**src/rtl/tdc_result_serializer_pkg.sv**
```systemverilog
// Shared definitions for the TDC readout path: FSM state encoding, the
// default counter width (shared with the upstream counter) and a helper
// that sizes internal counters.
package tdc_pkg;

  localparam int TDC_COUNTER_BITS = 8;

  typedef enum logic [1:0] {
    IDLE  = 2'b00,
    SHIFT = 2'b01,
    GAP   = 2'b10
  } state_e;

  // Width of a counter that must hold 0..n-1; never narrower than one bit.
  function automatic int cnt_w(input int n);
    return (n > 1) ? $clog2(n) : 1;
  endfunction

endpackage

```
**src/rtl/tdc_result_serializer_if.sv**
```systemverilog
// Bundle between the TDC controller/counter side and the serializer.
// The master drives the measurement flag, count and overrun clear; the
// slave (serializer) drives the framed serial line and status flags.
interface tdc_result_serializer_if #(
  parameter int COUNTER_BITS = tdc_pkg::TDC_COUNTER_BITS
);
  logic                    running;
  logic [COUNTER_BITS-1:0] count_in;
  logic                    clear_ovr;
  logic                    sdata;
  logic                    sframe;
  logic                    done;
  logic                    busy;
  logic                    overrun;

  modport master (
    output running, count_in, clear_ovr,
    input  sdata, sframe, done, busy, overrun
  );

  modport slave (
    input  running, count_in, clear_ovr,
    output sdata, sframe, done, busy, overrun
  );
endinterface

```
**src/rtl/tdc_result_serializer_bit_timer.sv**
```systemverilog
// Bit-period divider: counts clk cycles within one serial bit and raises
// strobe_o on the last cycle of the bit. load_i holds the count at zero so
// the first bit of a frame always gets its full BIT_CYCLES period.
module bit_timer
  import tdc_pkg::*;
#(
  parameter int BIT_CYCLES = 4
) (
  input  logic clk,
  input  logic rst,
  input  logic load_i,
  output logic strobe_o
);

  localparam int              DW   = cnt_w(BIT_CYCLES);
  localparam logic [DW-1:0]   LAST = DW'(BIT_CYCLES - 1);

  logic [DW-1:0] div_q;
  logic [DW-1:0] div_d;

  assign strobe_o = (div_q == LAST);

  // Next divider value: restart on load, wrap at the bit boundary.
  always_comb begin
    div_d = div_q + DW'(1);
    if (load_i || strobe_o) begin
      div_d = '0;
    end
  end

  // Divider register.
  always_ff @(posedge clk) begin
    if (rst) begin
      div_q <= '0;
    end else begin
      div_q <= div_d;
    end
  end

endmodule

```
**src/rtl/tdc_result_serializer.sv**
```systemverilog
// Captures the TDC count when the measurement window closes and sends it
// MSB-first on a framed serial line. One extra measurement may wait in a
// pending slot; anything beyond that is dropped and flagged as overrun.
module tdc_result_serializer
  import tdc_pkg::*;
#(
  parameter int COUNTER_BITS = TDC_COUNTER_BITS,
  parameter int BIT_CYCLES   = 4
) (
  input  logic                      clk,
  input  logic                      rst,
  tdc_result_serializer_if.slave    bus
);

  localparam int            BW       = cnt_w(COUNTER_BITS);
  localparam logic [BW-1:0] LAST_BIT = BW'(COUNTER_BITS - 1);

  state_e                  state_q, state_d;
  logic                    run_dly_q;
  logic [COUNTER_BITS-1:0] shift_q, shift_d;
  logic [COUNTER_BITS-1:0] pend_q, pend_d;
  logic                    pend_vld_q, pend_vld_d;
  logic [BW-1:0]           bit_q, bit_d;
  logic                    ovr_q, ovr_d;
  logic                    sdata_q, sframe_q, done_q, busy_q;
  logic                    capture;
  logic                    bit_end;

  // Falling edge of the measurement window; count_in is valid this cycle.
  assign capture = run_dly_q & ~bus.running;

  bit_timer #(
    .BIT_CYCLES (BIT_CYCLES)
  ) u_bit_timer (
    .clk      (clk),
    .rst      (rst),
    .load_i   (state_q != SHIFT),
    .strobe_o (bit_end)
  );

  // Next-state logic for the FSM, shift register, pending slot and overrun.
  always_comb begin
    state_d    = state_q;
    shift_d    = shift_q;
    pend_d     = pend_q;
    pend_vld_d = pend_vld_q;
    bit_d      = bit_q;
    ovr_d      = ovr_q & ~bus.clear_ovr;

    case (state_q)
      IDLE: begin
        if (capture) begin
          shift_d = bus.count_in;
          bit_d   = '0;
          state_d = SHIFT;
        end
      end

      SHIFT: begin
        if (bit_end) begin
          shift_d = {shift_q[COUNTER_BITS-2:0], 1'b0};
          if (bit_q == LAST_BIT) begin
            bit_d   = '0;
            state_d = GAP;
          end else begin
            bit_d = bit_q + BW'(1);
          end
        end
        // Oldest waiting value wins; a newer one is lost.
        if (capture) begin
          if (pend_vld_q) begin
            ovr_d = 1'b1;
          end else begin
            pend_d     = bus.count_in;
            pend_vld_d = 1'b1;
          end
        end
      end

      GAP: begin
        bit_d = '0;
        if (pend_vld_q) begin
          shift_d    = pend_q;
          pend_vld_d = 1'b0;
          state_d    = SHIFT;
          // The slot frees up this cycle, so a coincident capture takes it.
          if (capture) begin
            pend_d     = bus.count_in;
            pend_vld_d = 1'b1;
          end
        end else if (capture) begin
          shift_d = bus.count_in;
          state_d = SHIFT;
        end else begin
          state_d = IDLE;
        end
      end

      default: begin
        state_d = IDLE;
      end
    endcase
  end

  // Control and data state registers.
  always_ff @(posedge clk) begin
    if (rst) begin
      state_q    <= IDLE;
      run_dly_q  <= 1'b0;
      shift_q    <= '0;
      pend_q     <= '0;
      pend_vld_q <= 1'b0;
      bit_q      <= '0;
      ovr_q      <= 1'b0;
    end else begin
      state_q    <= state_d;
      run_dly_q  <= bus.running;
      shift_q    <= shift_d;
      pend_q     <= pend_d;
      pend_vld_q <= pend_vld_d;
      bit_q      <= bit_d;
      ovr_q      <= ovr_d;
    end
  end

  // Registered outputs, decoded from next state so they align with it.
  always_ff @(posedge clk) begin
    if (rst) begin
      sdata_q  <= 1'b0;
      sframe_q <= 1'b0;
      done_q   <= 1'b0;
      busy_q   <= 1'b0;
    end else begin
      sframe_q <= (state_d == SHIFT);
      sdata_q  <= (state_d == SHIFT) & shift_d[COUNTER_BITS-1];
      done_q   <= (state_d == GAP);
      busy_q   <= (state_d != IDLE) | pend_vld_d;
    end
  end

  assign bus.sdata   = sdata_q;
  assign bus.sframe  = sframe_q;
  assign bus.done    = done_q;
  assign bus.busy    = busy_q;
  assign bus.overrun = ovr_q;

endmodule

```
**src/flat_wrapper.sv**
```systemverilog
// flat-port wrapper written by rule: the top's interface ports become plain ports
module tdc_result_serializer_flat import tdc_pkg::*;
#(
  parameter int COUNTER_BITS = TDC_COUNTER_BITS,
  parameter int BIT_CYCLES   = 4
)
  (clk, rst, bus_running, bus_count_in, bus_clear_ovr, bus_sdata, bus_sframe, bus_done, bus_busy, bus_overrun);
  tdc_result_serializer_if #(.COUNTER_BITS(COUNTER_BITS)) bus_i ();
  input  logic clk;
  input  logic rst;
  input wire logic [$bits(bus_i.running)-1:0] bus_running;
  input wire logic [$bits(bus_i.count_in)-1:0] bus_count_in;
  input wire logic [$bits(bus_i.clear_ovr)-1:0] bus_clear_ovr;
  output wire logic [$bits(bus_i.sdata)-1:0] bus_sdata;
  output wire logic [$bits(bus_i.sframe)-1:0] bus_sframe;
  output wire logic [$bits(bus_i.done)-1:0] bus_done;
  output wire logic [$bits(bus_i.busy)-1:0] bus_busy;
  output wire logic [$bits(bus_i.overrun)-1:0] bus_overrun;
  assign bus_i.running = bus_running;
  assign bus_i.count_in = bus_count_in;
  assign bus_i.clear_ovr = bus_clear_ovr;
  assign bus_sdata = bus_i.sdata;
  assign bus_sframe = bus_i.sframe;
  assign bus_done = bus_i.done;
  assign bus_busy = bus_i.busy;
  assign bus_overrun = bus_i.overrun;
  tdc_result_serializer #(.COUNTER_BITS(COUNTER_BITS), .BIT_CYCLES(BIT_CYCLES)) u_core (.clk(clk), .rst(rst), .bus(bus_i));
endmodule
```
**config.mk**
```make
export PLATFORM = sky130hd
export DESIGN_NAME = tdc_result_serializer_flat
export DESIGN_NICKNAME = d
export VERILOG_FILES = /design/src/rtl/tdc_result_serializer_pkg.sv /design/src/rtl/tdc_result_serializer_if.sv /design/src/rtl/tdc_result_serializer_bit_timer.sv /design/src/rtl/tdc_result_serializer.sv /design/src/flat_wrapper.sv
export SDC_FILE = /design/constraint.sdc
export NUM_CORES = 1
export LEC_CHECK = 0
export ABC_AREA = 1
export CAP_MARGIN = 10
export CORE_ASPECT_RATIO = 0.9
export CORE_MARGIN = 5
export CORE_UTILIZATION = 55
export DETAILED_ROUTE_END_ITERATION = 6
export GPL_TIMING_DRIVEN = 0
export HOLD_SLACK_MARGIN = 0.12
export PLACE_DENSITY = 0.78
export SLEW_MARGIN = 20
export SYNTH_ARGS = -nofsm -noshare
export SYNTH_HDL_FRONTEND = slang
export SYNTH_SLANG_ARGS = --single-unit
```
**constraint.sdc**
```tcl
create_clock -name clk -period 1.8 [get_ports clk]
set_input_delay 0.27 -clock clk [delete_from_list [all_inputs] [get_ports clk]]
set_output_delay 0.27 -clock clk [all_outputs]
set_load 0.02 [all_outputs]
```
# == After elaboration in Yosys (flattened, before gate mapping) ==
# Cells that the tools add are included.
# totals
register_bits,30
input_bits,12
output_inout_bits,5
wordCells,69
# op_classes
n_addsub,2
n_eq_ne,13
muxes,26
bitwise_logic,6
reduce_logical,9
# ops
cell,n
8-bit two-way mux,7
8-bit case mux with 3 select lines,1
8-bit case mux with 2 select lines,1
2-bit by 1-bit inequality test with 1-bit output (second input constant),5
3-bit two-way mux,3
3-bit case mux with 3 select lines,1
2-bit two-way mux,4
1-bit two-way mux,7
2-bit equality test (second input constant),3
2-bit case mux with 3 select lines,1
5-bit AND reduction,1
2-bit by 1-bit equality test with 1-bit output (second input constant),2
2-bit inequality test (second input constant),2
2-bit nonzero test,2
3-bit by 1-bit adder with 3-bit output (second input constant),1
1-bit bitwise AND,3
3-bit equality test (second input constant),1
3-bit AND reduction,1
3-bit nonzero test,1
2-bit by 1-bit adder with 2-bit output (second input constant),1
2-bit zero test,1
1-bit NOT,2
1-bit case mux with 2 select lines,1
2-bit AND reduction,1
3 further kinds,3

# == Logic depth before layout (Yosys ltp) ==
# Gate-level depths: netlist of run 1.
# logic_depth
depth_word,7
ltp_mapped,11
mapped_depth_nobuf,10

# == Hierarchy ==
# Synthesis of run 1 repeated with hierarchy kept, for this count alone.
# unflattened
cells_unflattened,218
area_unflattened_um2,1555.2
# modules_own_cells
module,n_inst,cells_each,area_each_um2,seq_area_each_um2
tdc_result_serializer,1,209,1480.2,560.5
bit_timer,1,9,75.1,40.0

# == Worst setup path before layout of run 1 ==
# No wires, ideal clock.
# synth_path
path_kind,register to register
start,reg u_core.state_q[1]
end,reg u_core.shift_q[7]
setup_ns,0.115
arrival_time_ns,1.274
t_required_ns,1.685
slack_ns,0.411
path_stages_with_launch,12
path_buffers,1
period_less_slack_ns,1.389
cell_sequence,dfxtp_1 > inv_1 > ha_1 > buf_4 > nand2_1 > inv_1 > nand2_1 > nand2_1 > nand2_1 > nand2_1 > o21ai_0 > inv_1
# synth_via
elab_chain_cells,2
elab_cells_between_ends,4
# synth_rtl
item,line_no,rtl
start: declaration,tdc_result_serializer.sv:18,"state_e state_q, state_d;"
start signal: assignment,tdc_result_serializer.sv:116,state_q <= state_d;
2-bit equality test (tied with other cells),tdc_result_serializer.sv:50,case (state_q)
8-bit case mux with 3 select lines *,tdc_result_serializer.sv:50,
end signal: assignment,tdc_result_serializer.sv:118,shift_q <= shift_d;
end: declaration,tdc_result_serializer.sv:20,"logic [COUNTER_BITS-1:0] shift_q, shift_d;"
# Every way passes the cells marked *; elsewhere a longest branch is shown, timed or not.
# A chain may end at the register's enable or synchronous reset.

# == Worst setup path in the final report of run 1 ==
# layout_path
start,reg u_core.state_q[0]
end,reg u_core.shift_q[7]
# The elaborated chain is that of the path after synthesis.

==> summary.md, run 1 <==
The flow ran to the end, and the final reports show no timing, DRC or antenna violations. The clock-pin slew of the registers on the worst-case setup and hold paths is 0.09 ns, and the TritonCTS buffer count is 5. The final count of hold timing violations is 0, and the clock share of power is 0.314. The logs give 0.5680 for the initial standard-cell utilization of the core and 1821 sq um for the design area. The logs give 2 for the depth of the CTS H-tree and 0 for the count of buffers added by post-CTS timing repair for setup. The synthesized-area fraction occupied by adder cells came out at 0.05659. The number of cells in the finished layout apart from fillers was 290. The largest total area in the synthesized netlist belongs to dfxtp_1. The via count of the first global-routing pass was 1246; the instance count of the mapped netlist was 226. The total overflow left after global routing is 0. For this design the ratio of total power to cell area is 748.6 nW/um^2. Setup repair after global routing left no endpoint under its margin. The remaining design rule violation count came out at 0. The worst hold-check path type was register to register. The tools report the startpoint kind of the worst setup timing path as a register.

The async set-or-reset flop fraction in the synthesized netlist is 0. The tool flagged a number of max-cap violations equal to 0. The final core area utilization is 0.6680, and the number of placed instances, taps included is 282.

Relative slew slack: 0.7030. Worst endpoint data arrival time: 1.80 ns. Cell chosen for the clock root: clkbuf_4. The area fraction in and, or, nand and nor cells after synthesis is 0.3161. First-pass iteration count of the detailed router: 4.

The power share of the combinational group is 0.160. The run gives 0.526 as the relative contribution of sequential cells to total power. The maximum fanout count along the critical path was 7; the part of the cycle the worst path needs was 0.8763.

Row generation in the floorplan step produced 18 rows. The number of flops mapped to enable cells by yosys came out at 0. The tools report the final routed wirelength across all metal layers as 3209 microns. The count of buffers from port buffering is 16, and the XOR/XNOR share of the synthesized area is 0. In the synthesized netlist the dominant register cell turns out to be dfxtp_1.

Setup violations remaining at the end of the flow were counted as 0. Sorting the synthesized cells by area gives the leading types as dfxtp_1 39%, nand2_1 15%, inv_1 8.5%. The analysis attributes to cell leakage a power of 0.8779 nW.

Synthesized area per cell: 6.848 sq um. TritonCTS built the clock tree. The total of flip-flops plus latches after synthesis works out to 30.

0 antenna diodes ended up in the layout. 17 I/O pins were placed. The logs give 0 for the yosys synthesis warning count and 11 for the largest net degree at the start of global routing. The number of antenna violations at the first check in global routing is 0. By area, the combinational part of the netlist is dominated by simple AND/OR/NAND/NOR gates. The final weighted congestion in routability-driven placement was 0.8473; the total power consumption of the routed design was 1.363 mW. The analysis attributes to net switching a power of 381.5 uW. The logs give 2398 microns for the detailed-placement wirelength estimate and 752.0 sq um for the area used by multi-input combinational logic. The maximum count of clock buffers along a single path is 2. Internal power: 981.2 uW.

The overall routing resource usage is 0.1887. The compound-cell area share of the yosys netlist is 0.1116, and the clock sink count is 30. The number of nets in the layout was 268.

The number of nets handed over by synthesis was 245. Total of cells resized after clock tree synthesis: 0. Startpoint-to-endpoint class of the critical path: register to register. Compared with the post-synthesis result, the final layout area differs by 17.62%. In this run the horizontal extent of the chip is 65.92 microns. The logs give 0 for the count of pins over their slew limit and 0 ns for the final total negative setup slack. Fill cell total of the finished layout: 258. Fraction of synthesized area in multiplexers: 0. The floorplan step defined a die boundary enclosing 3976 sq um. The tools report the register area share after synthesis as 0.3880. By count the netlist is led by 60 x nand2_1, 35 x inv_1, 30 x dfxtp_1, 25 x nor2_1, 15 x nand3_1. The cell area after synthesis came out at 1548 sq um. Yosys instantiated no cell more often than nand2_1. From bottom edge to top edge, the die measures 60.33 microns. On the final layout, the worst clock skew is 0.01073 ns. The area after detailed placement was 1758 sq um; the required time at the worst-slack endpoint was 2.02 ns. The fraction of layout instances using a drive strength above 1 was 0.09600; the maximum clock rate was 634.0 MHz. The top-area cell type share of the netlist area is 0.3880, and the cell depth of the worst min-delay path is 1. The synthesized netlist contains 23 unique library cells. The detailed-route via count was 1404.

In the final routed layout, each cell accounts on average for 11.07 microns. The number of buffers inserted for hold repair after clock tree synthesis came out at 0. The clock reaches the later pin of the worst-skew pair after 0.33 ns. The first global-routing pass estimated 5644 microns of wire. After detailed routing, the number of vias per cell comes to 4.841. The sequential cells in the finished layout cover a total of 600.6 sq um. Counting cells, the worst reg-to-reg path comes to 10. The switching share of total power was 0.2800; the area of the placeable core was 2725 sq um. For the pin with the worst max-slew slack, the measured transition is 0.4455 ns. The capturing element type of the critical path was a register. For the finished layout, the period the worst path requires is 1.577 ns.

Across the VDD grid, the largest voltage drop is 499.0 uV. The detailed router finished its first iteration with 81 violations. The number of nets still failing antenna checks after routing is 0.
state kept, by name, summed over array words and instances (netlist names):
name	count
u_core.bit_q	3
u_core.bus.busy	1
u_core.bus.done	1
u_core.bus.overrun	1
u_core.bus.sdata	1
u_core.bus.sframe	1
u_core.pend_q	8
u_core.pend_vld_q	1
u_core.run_dly_q	1
u_core.shift_q	8
u_core.state_q	2
u_core.u_bit_timer.div_q	2
cell families (layout without fill, tap and decap cells):
| logic type | Yosys count | after routing |
|---|---|---|
| flops | 30 | 30 |
| fa+ha+maj | 7 | 7 |
| buf+inv | 44 | 68 |
| compound gates | 32 | 32 |
| simple gates | 113 | 113 |
power groups by stage:
stage | Sequential [mW] | Clock (mW) | Combinational, mW
floorplan | 0.734 | 0 | 0.143
global placement | 0.731 | 0 | 0.214
detailed placement | 0.732 | 0 | 0.217
CTS | 0.717 | 0.437 | 0.218
global route | 0.721 | 0.473 | 0.249
finish | 0.717 | 0.429 | 0.217
critical path, stage by stage (launching register included):
cell,delay [ns]
dfxtp_1,0.39
inv_1,0.09
ha_1,0.25
nand2_1,0.25
inv_2,0.08
nand2_1,0.06
nand2_1,0.05
nand2_1,0.05
nand2_1,0.06
o21ai_0,0.14
inv_1,0.06
through the flow:
stage / hold slack [ns] / setup slack (ns)
floorplan: 0.3875 / 0.4106
global placement: 0.4192 / 0.1503
detailed placement: 0.4220 / 0.1502
CTS: 0.4352 / 0.1891
global route: 0.4579 / 0.01427
finish: 0.4283 / 0.2226
cell type report:
| cell class | count | area share |
|---|---|---|
| plain buffers | 6 | 0.03024 |
| clock buffers | 7 | 0.03024 |
| clock inverters | 1 | 0.002749 |
| inverters | 38 | 0.07835 |
| multi-input cells | 152 | 0.4131 |
| flip-flops and latches | 30 | 0.3299 |
| well taps | 40 | 0.02749 |
| repair buffers | 16 | 0.08797 |
per-layer routing:
metal  share of wire  wire length [microns]  track usage  vias to the layer above
li1                -                      -            -                      753
met1            0.50                   1609       0.2635                      621
met2            0.44                   1410       0.2743                       23
met3           0.044                    142      0.05075                        7
met4           0.015                     47      0.07988                        0
met5               0                      0            0                        -
cell usage in the layout (no fill, tap or decap), types with 7 or more instances in the layout:
cell / synthesis / final
o21ai_0: 11 / 11
a21oi_1: 14 / 14
ha_1: 7 / 7
nand3_1: 15 / 15
inv_1: 35 / 35
clkdlybuf4s50_1: 0 / 16
nand2_1: 60 / 59
nor2_1: 25 / 25
dfxtp_1: 30 / 30
path summary, 6_finish.rpt:
check	startpoint	end	slack [ns]
setup / recovery	u_core.state_q[0]$_SDFF_PP0_	u_core.shift_q[7]$_SDFF_PP0_	0.22
hold / removal	u_core.u_bit_timer.div_q[0]$_SDFF_PP0_	u_core.u_bit_timer.div_q[0]$_SDFF_PP0_	0.43
setup reg to reg	u_core.state_q[0]$_SDFF_PP0_	u_core.shift_q[7]$_SDFF_PP0_	0.22
hold reg to reg	u_core.u_bit_timer.div_q[0]$_SDFF_PP0_	u_core.u_bit_timer.div_q[0]$_SDFF_PP0_	0.43
No activity file was read; power rests on OpenSTA's default activity.
==> inputs of run 2 (changes only) <==
- CELL_PAD_IN_SITES_DETAIL_PLACEMENT: unset -> 1
- CELL_PAD_IN_SITES_GLOBAL_PLACEMENT: unset -> 2
- CORE_UTILIZATION: 55 -> 31
- PLACE_DENSITY: 0.78 -> unset
- PLACE_DENSITY_LB_ADDON: unset -> 0.1
- clock period: 1.8 -> 1.6 ns (I/O delays scaled with it)
==> run 2 against run 1 <==
- hold slack better by 0.0070 ns
- critical path type unchanged
- critical path depth decreased by 1
- power rose by 28%
- clock skew is 0.0011 ns higher
- fmax is 6.7% higher
- final cell count grew 10%
- sequential power up 13%
==> summary.md, run 2 (synthesized netlist as in run 1, its figures left out) <==
The tools report the via count of the first global-routing pass as 1411. Summed over all nets, the half-perimeter wirelength after detailed placement is 3097 microns. The cell family contributing the most delay on the critical path is buffers and inverters. The internal power of the cells totals 1.253 mW. Final routed wirelength across all metal layers: 4289 microns.

For this run, the post-layout net count is 272. For this run, design rule violations remaining after detail routing come to 0. Setup repair after global routing could not meet its margin everywhere. The launch point of the worst path is u_core.state_q[1]$_SDFF_PP0_.

After layout, the design draws a total of 1.738 mW. The logs give 4835 sq um for the area of the placeable core and 0.376 for the clock share of power. For the number of antenna violations at the first check in global routing, the log shows 0. Clock sink count: 30. The length in cells of the worst reg-to-reg path was 9. 0 antenna diodes ended up in the layout. The net switching power of the design was 484.5 uW; the detailed-route wire length per cell was 13.45 microns. The relative contribution of sequential cells to total power came out at 0.465. Switching share of total power: 0.2788. The fraction of layout instances using a drive strength above 1 was 0.1260; the initial standard-cell utilization of the core was 0.3201. The cell that appears most often on the critical path is buf_6. Setup violations remaining at the end of the flow were counted as 0.

The worst hold-check path type is register to register. At the worst endpoint, the arrival time is 1.66 ns. The startpoint identified for the worst register-to-register timing path is u_core.state_q[1]$_SDFF_PP0_. The part of the cycle the worst path needs is 0.9236, and the largest voltage drop on the vdd net is 514.0 uV. The tools report the relative slew slack as 0.6595. The run gives 1789 sq um as the area after detailed placement. The detailed router placed 1460 vias in this run. Power per cell area: 887.4 nW/um^2. The tool flagged a number of max-cap violations equal to 0. The count of pins over their slew limit came out at 0. TritonCTS built the clock tree. In the final layout, the registers with the most flip-flops are u_core.pend_q x8, u_core.shift_q x8, u_core.bit_q x3. The depth of the CTS H-tree is 2, and the violation count after the first detailed-routing iteration is 59. Time the worst path needs with I/O delays and setup: 1.478 ns. The root buffer cell chosen for the clock tree is clkbuf_8.

After filler insertion, the fill cell instance count of the layout stands at 643. The run gives 6508 sq um as the floorplan die area. Most common cell after layout, fill and taps aside: nand2_1. The largest net degree at the start of global routing came out at 11.

The critical path goes through inv_1 -> ha_1 -> buf_6 -> nand2_4 -> nand2_2 -> clkinv_4 -> buf_6 -> o21ai_0 -> a21oi_1. The number of cell rows is 24, and the die extent in x is 84.48 microns. After routing the design area is 1958 sq um. The count of buffers from port buffering works out to 16.

The first global-routing pass estimated 7038 microns of wire. The I/O pin total is 17, and the maximum clock rate is 676.7 MHz. For this design the static power due to leakage is 0.9477 nW. The synthesis-to-layout area growth works out to 26.52%.

The endpoint identified for the worst register-to-register timing path is u_core.shift_q[2]$_SDFFE_PP0P_. The startpoint kind of the worst setup timing path was a register. The clock passes through at most 2 buffers. Measured along the y axis, the die boundary spans 77.04 microns. In the layout the commonest cells are 57 x nand2_1, 35 x inv_1, 29 x dfxtp_1.

The number of clock buffers added by TritonCTS is 5. The number of nets still failing antenna checks after routing is 0. The first TritonRoute pass finished after 4 iterations. The logs give 0.1375 for the overall routing resource usage and 0.29 ns for the clock latency of the later-clocked register in the worst-skew pair.

The congestion estimate from routability-driven global placement came to 0.6789. The total overflow left after global routing is 0. The final count of hold timing violations was 0; the clock-pin slew of the registers on the worst-case setup and hold paths was 0.07 ns. For the required time at the worst-slack endpoint, the log shows 1.78 ns.

The largest incremental delay on the critical path is 0.33 ns. The maximum fanout count along the critical path was 10. The run finished with clean final reports. The per-cell via count in the routed design is 4.577, and the power share of the combinational group is 0.158. The tools report the end point of the critical path as u_core.shift_q[2]$_SDFFE_PP0P_. Counting both buffers and inverters, the worst setup path holds a total of 4.

The startpoint-to-endpoint class of the critical path was register to register. The cell with the largest stage delay on the worst path is dfxtp_2. The worst clock skew on the final layout was 0.01181 ns. Worst hold slack across all endpoints: 0.4353 ns. Transition at the pin with the smallest max-transition slack: 0.5107 ns. Across all register-to-register paths, the minimum setup slack is 0.12 ns.

The capturing element type of the critical path was a register. Total number of cells along the worst setup path: 9.
run 2: cell types whose count changed in the layout (fill, tap and decap cells not counted), moves of 2 or more:
| cell | delta |
|---|---|
| nand2_4 | +3 |
| nand2_1 | -2 |
| clkbuf_4 | -5 |
| o21ai_1 | +5 |
| clkbuf_8 | +5 |
| o21ai_0 | -5 |
| buf_4 | +2 |
run 2: per-layer routing:
layer | vias to the layer above | part of all wire | GRT usage
met5 | - | 0 | 0
met4 | 0 | 0.0019 | 0.02373
met3 | 2 | 0.036 | 0.04930
met2 | 16 | 0.44 | 0.2128
met1 | 679 | 0.52 | 0.1856
li1 | 763 | - | -
run 2: area by class of cell:
type / count / area [sq um] / share of cell area
buffer: 6 / 58.81 / 0.03003
timing repair buffer: 20 / 202.7 / 0.1035
inverter: 38 / 147.6 / 0.07540
sequential: 30 / 601.8 / 0.3073
clock inverter: 1 / 5.005 / 0.002556
clock buffer: 7 / 86.33 / 0.04409
tap: 65 / 81.33 / 0.04153
multi-input combinational: 152 / 774.5 / 0.3955
run 2: worst register-to-register path, stage by stage, from the launching register on:
cell and delay (ns):
dfxtp_2 0.33, inv_1 0.09, ha_1 0.16, buf_6 0.15
nand2_4 0.07, nand2_2 0.11, clkinv_4 0.10, buf_6 0.15
o21ai_0 0.16, a21oi_1 0.05
run 2: repair_timing:
item	CTS	global route
endpoints found under the setup margin	10	15
resized for setup	3	13
hold buffers	0	0
pin swaps	0	1
buffers inserted	0	4
run 2: through the flow:
stage	utilization	instances	worst slack (ns)	TNS, ns
after CTS	0.3905	315	0.01689	0
after floorplan	-	226	0.2106	0
after detailed placement	0.3701	307	-0.07368	-0.4861
final	0.4050	319	0.1222	0
after global routing	0.4050	319	-0.004863	-0.005934
after global placement	0.3701	307	-0.07825	-0.4890
run 2: worst min-delay path by stage:
stage	startpoint	to	slack, ns	cells past startpoint
3_3_place_gp	u_core.u_bit_timer.div_q[0]$_SDFF_PP0_	u_core.u_bit_timer.div_q[0]$_SDFF_PP0_	0.42	1
2_1_floorplan	bus_running	u_core.run_dly_q$_SDFF_PP0_	0.36	2
5_1_grt	u_core.u_bit_timer.div_q[0]$_SDFF_PP0_	u_core.u_bit_timer.div_q[0]$_SDFF_PP0_	0.47	1
4_1_cts	u_core.u_bit_timer.div_q[0]$_SDFF_PP0_	u_core.u_bit_timer.div_q[0]$_SDFF_PP0_	0.45	1
3_5_place_dp	u_core.u_bit_timer.div_q[0]$_SDFF_PP0_	u_core.u_bit_timer.div_q[0]$_SDFF_PP0_	0.44	1
6_report	u_core.u_bit_timer.div_q[0]$_SDFF_PP0_	u_core.u_bit_timer.div_q[0]$_SDFF_PP0_	0.44	1
run 2: power by group through the flow:
stage,logic (mW),registers (mW),clock network (mW)
floorplan,0.161,0.826,0
global placement,0.256,0.824,0
detailed placement,0.258,0.825,0
CTS,0.261,0.808,0.680
global route,0.309,0.813,0.725
finish,0.275,0.809,0.654
==> inputs of run 3 (changes only) <==
- SYNTH_HIERARCHICAL: unset -> 1
==> run 3 against run 2 <==
- non-clock buffer count fell by 4
- final area is 1.7% lower
- synthesized cell count is 3.5% lower
- clock power fell by 7.2%
- power down 4.7%
- critical endpoint is now u_core/pend_q[0]$_SDFFE_PP0P_
==> summary.md, run 3 <==
For this run, the number of Yosys warnings is 6. Register area share after synthesis: 0.3862. At the later pin of the worst-skew pair, clock insertion delay measures 0.28 ns. Hold is met by 0.4384 ns. The tools report the internal power as 1.217 mW.

Leaving out fill and tap cells, the most frequent cell in the layout is nand2_1. The top-area cell type share of the netlist area works out to 0.3862. Prevailing post-synth register cell: dfxtp_1. The worst setup path is captured at a register.

The clock share of power came out at 0.366. Counting every instance in the synthesized netlist gives 218. Synthesis produced a netlist with a net count of 237. The part of the cycle the worst path needs is 0.9544, and the number of cell rows is 24. The number of placed instances, taps included, is 299. The count of pins over their slew limit came out at 0.

The async set-or-reset flop fraction in the synthesized netlist is 0, and the depth of the CTS H-tree is 2. The multi-input combinational cells in the finished layout cover a total of 817.0 sq um. The clock sink count came out at 30.

For the finished layout, the period the worst path requires is 1.527 ns. The design area is 1924 sq um, and the largest incremental delay on the critical path is 0.35 ns. Timing would allow up to 654.9 MHz.

After detailed routing, the number of remaining DRC violations is 0. The final count of hold timing violations is 0, and the number of nets in the layout is 264. The signal on the critical path passes through inv_1 -> ha_1 -> buf_6 -> nand2_1 -> inv_2 -> nor2_4 -> nand2_4 -> o21ai_0 -> nor2_1. Summing all flip-flop and latch instances after layout gives 601.8 sq um. For this run the aggregate overflow at the end of global routing stands at 0. The count of buffers from port buffering was 16. The run gives 4361 microns as the final routed wirelength across all metal layers. Yosys mapped a number of flops with a built-in enable equal to 0. The tools report the count of inserted antenna diode cells as 0. Across the routed clock network, the largest skew measured is 0.002884 ns. The tools report the initial standard-cell utilization of the core as 0.3197. By count the netlist is led by 43 x nand2_1, 36 x nor2_1, 30 x dfxtp_1, 26 x inv_1, 14 x o21ai_0. Across the run, the number of max-cap violations was 0.

The fraction of layout instances using a drive strength above 1 works out to 0.1557. The logs give 30 for the violation count after the first detailed-routing iteration and 309 for the number of cells in the finished layout apart from fillers. The fill cell total of the finished layout is 638. Synthesized area per cell: 7.134 sq um. The kind of cell with the highest combined delay along the critical path is simple AND/OR/NAND/NOR gates.

On the critical path, the stage with the largest delay is an instance of dfxtp_2. The relative contribution of sequential cells to total power was 0.483. The first global-routing pass estimated 7452 microns of wire. The run gives 0.151 as the power share of the combinational group. The largest total area in the synthesized netlist belongs to dfxtp_1.

The number of clock buffers added by TritonCTS is 5. The run gives 4865 sq um as the area of the placeable core. Number of nets still failing antenna checks after routing: 0.

Entering global routing, the biggest net connects 11 pins. After synthesis the netlist holds a flip-flop and latch count of 30. Summing over every cut layer, the via total after detailed routing is 1477.

CTS placed an instance of clkbuf_8 at the clock tree root. The die outline height was 77.20 microns; the setup violation total in the final timing report was 0. Power spread over the standard cell area amounts to 860.7 nW/um^2.

TritonCTS built the clock tree. The final total negative setup slack was 0 ns. The run finished with clean final reports.

The clock-pin slew of the registers on the worst-case setup and hold paths came out at 0.06 ns. The floorplan die area is 6535 sq um. Overall power consumption after layout is estimated at 1.656 mW. The worst setup path is launched from a register.

For this design the total switching power over the nets is 439.5 uW. The first detailed-routing pass took 4 iterations. The via count of the first global-routing pass was 1577; the per-cell via count in the routed design was 4.780. VDD sags by at most 340.8 uV.

Setup repair after global routing could not meet its margin everywhere. 17 I/O pins were placed. The run gives 0.7063 as the relative slew slack.

The synthesized netlist occupies a cell area of 1555 sq um. After clock tree synthesis, the flow added hold-fix buffers numbering 0. The setup path with the least slack is of type register to register. The final weighted congestion in routability-driven placement is 0.8050, and the worst endpoint data arrival time is 1.70 ns. After detailed placement, the total cell area comes to 1797 sq um.

The run gives 0 as the number of antenna violations at the first check in global routing. For the worst setup path, the data required time is 1.77 ns. Counting both buffers and inverters, the worst setup path holds a total of 3. The largest registers in the layout are u_core/pend_q x8, u_core/shift_q x8, u_core/bit_q x3. The analysis attributes to cell leakage a power of 0.9087 nW. Detailed-route wire length per cell: 14.11 microns. The detailed-placement wirelength estimate is 3212 microns. Among all cell types in the netlist, the one instantiated most often is nand2_1. The switching share of total power is 0.2654, and the overall routing resource usage is 0.1450.

The worst hold-check path type was register to register. The clock passes through at most 2 buffers. Counting distinct cell types in the post-synthesis netlist gives 27. From synthesis to final layout, the design area changed by 23.73%.

Measured along the x axis, the die boundary spans 84.66 microns. After synthesis, the cell types taking the most area are dfxtp_1 39%, nand2_1 10%, nor2_1 8.7%. Leaving out fill and tap cells, the most frequent cells in the layout are 43 x nand2_1, 36 x nor2_1, 29 x dfxtp_1. The maximum fanout count along the critical path was 9; the transition at the pin with the smallest max-transition slack was 0.4392 ns.
[run 3: cell count changes in the layout (fill, tap and decap cells not counted), moves of 3 or more]
cell and delta:
nand2_1 -14, inv_1 -11, nor2_1 +11, o21ai_1 +6, o211ai_1 +5, o22ai_1 -5
a21oi_1 -4, inv_2 +4, o21ai_0 +4, nand3_1 -3
[run 3: cell families after synthesis]
| logic type | after synthesis | synth area share |
|---|---|---|
| AOI/OAI and AO/OA | 39 | 0.1496 |
| buffers and inverters | 36 | 0.1006 |
| adders and majority gates | 7 | 0.05631 |
| and+or+nand+nor | 106 | 0.3073 |
| DFF | 30 | 0.3862 |
[run 3: through the flow]
step / utilization / setup WS [ns]
final: 0.3956 / 0.07296
after global routing: 0.3956 / -0.001473
after CTS: 0.3863 / 0.05067
after detailed placement: 0.3693 / -0.2309
after global placement: 0.3693 / -0.2201
after floorplan: - / 0.2686
[run 3: repair_timing]
item	CTS	global route
buffers inserted	0	3
setup endpoints to repair	0	11
resized for setup	0	11
[run 3: power by group through the flow]
stage               Sequential (mW)  Clock (mW)  Combinational, mW
floorplan                     0.816           0              0.151
global placement              0.813           0              0.229
detailed placement            0.817           0              0.238
CTS                           0.800       0.631              0.240
global route                  0.803       0.667              0.281
finish                        0.800       0.607              0.249
[run 3: worst paths after layout]
path / startpoint / to / slack [ns] / cells after the start
setup / recovery: u_core/state_q[1]$_SDFF_PP0_ / u_core/pend_q[0]$_SDFFE_PP0P_ / 0.07 / 9
setup reg to reg: u_core/state_q[1]$_SDFF_PP0_ / u_core/pend_q[0]$_SDFFE_PP0P_ / 0.07 / 9
hold reg to reg: u_core/u_bit_timer/div_q[0]$_SDFF_PP0_ / u_core/u_bit_timer/div_q[0]$_SDFF_PP0_ / 0.44 / 1
hold / removal: u_core/u_bit_timer/div_q[0]$_SDFF_PP0_ / u_core/u_bit_timer/div_q[0]$_SDFF_PP0_ / 0.44 / 1
[run 3: layer usage]
metal  track usage  part of all wire  up-vias
met3       0.03751             0.032        5
met5             0                 0        -
met1        0.1766              0.49      710
met2        0.2426              0.47       15
met4       0.05696             0.014        0
li1              -                 -      747
[run 3: cell type report]
type | instances | area share
inverters | 33 | 0.07022
flip-flops and latches | 30 | 0.3127
well taps | 65 | 0.04226
clock buffers | 6 | 0.04291
multi-input cells | 153 | 0.4246
plain buffers | 3 | 0.01235
repair buffers | 19 | 0.09493
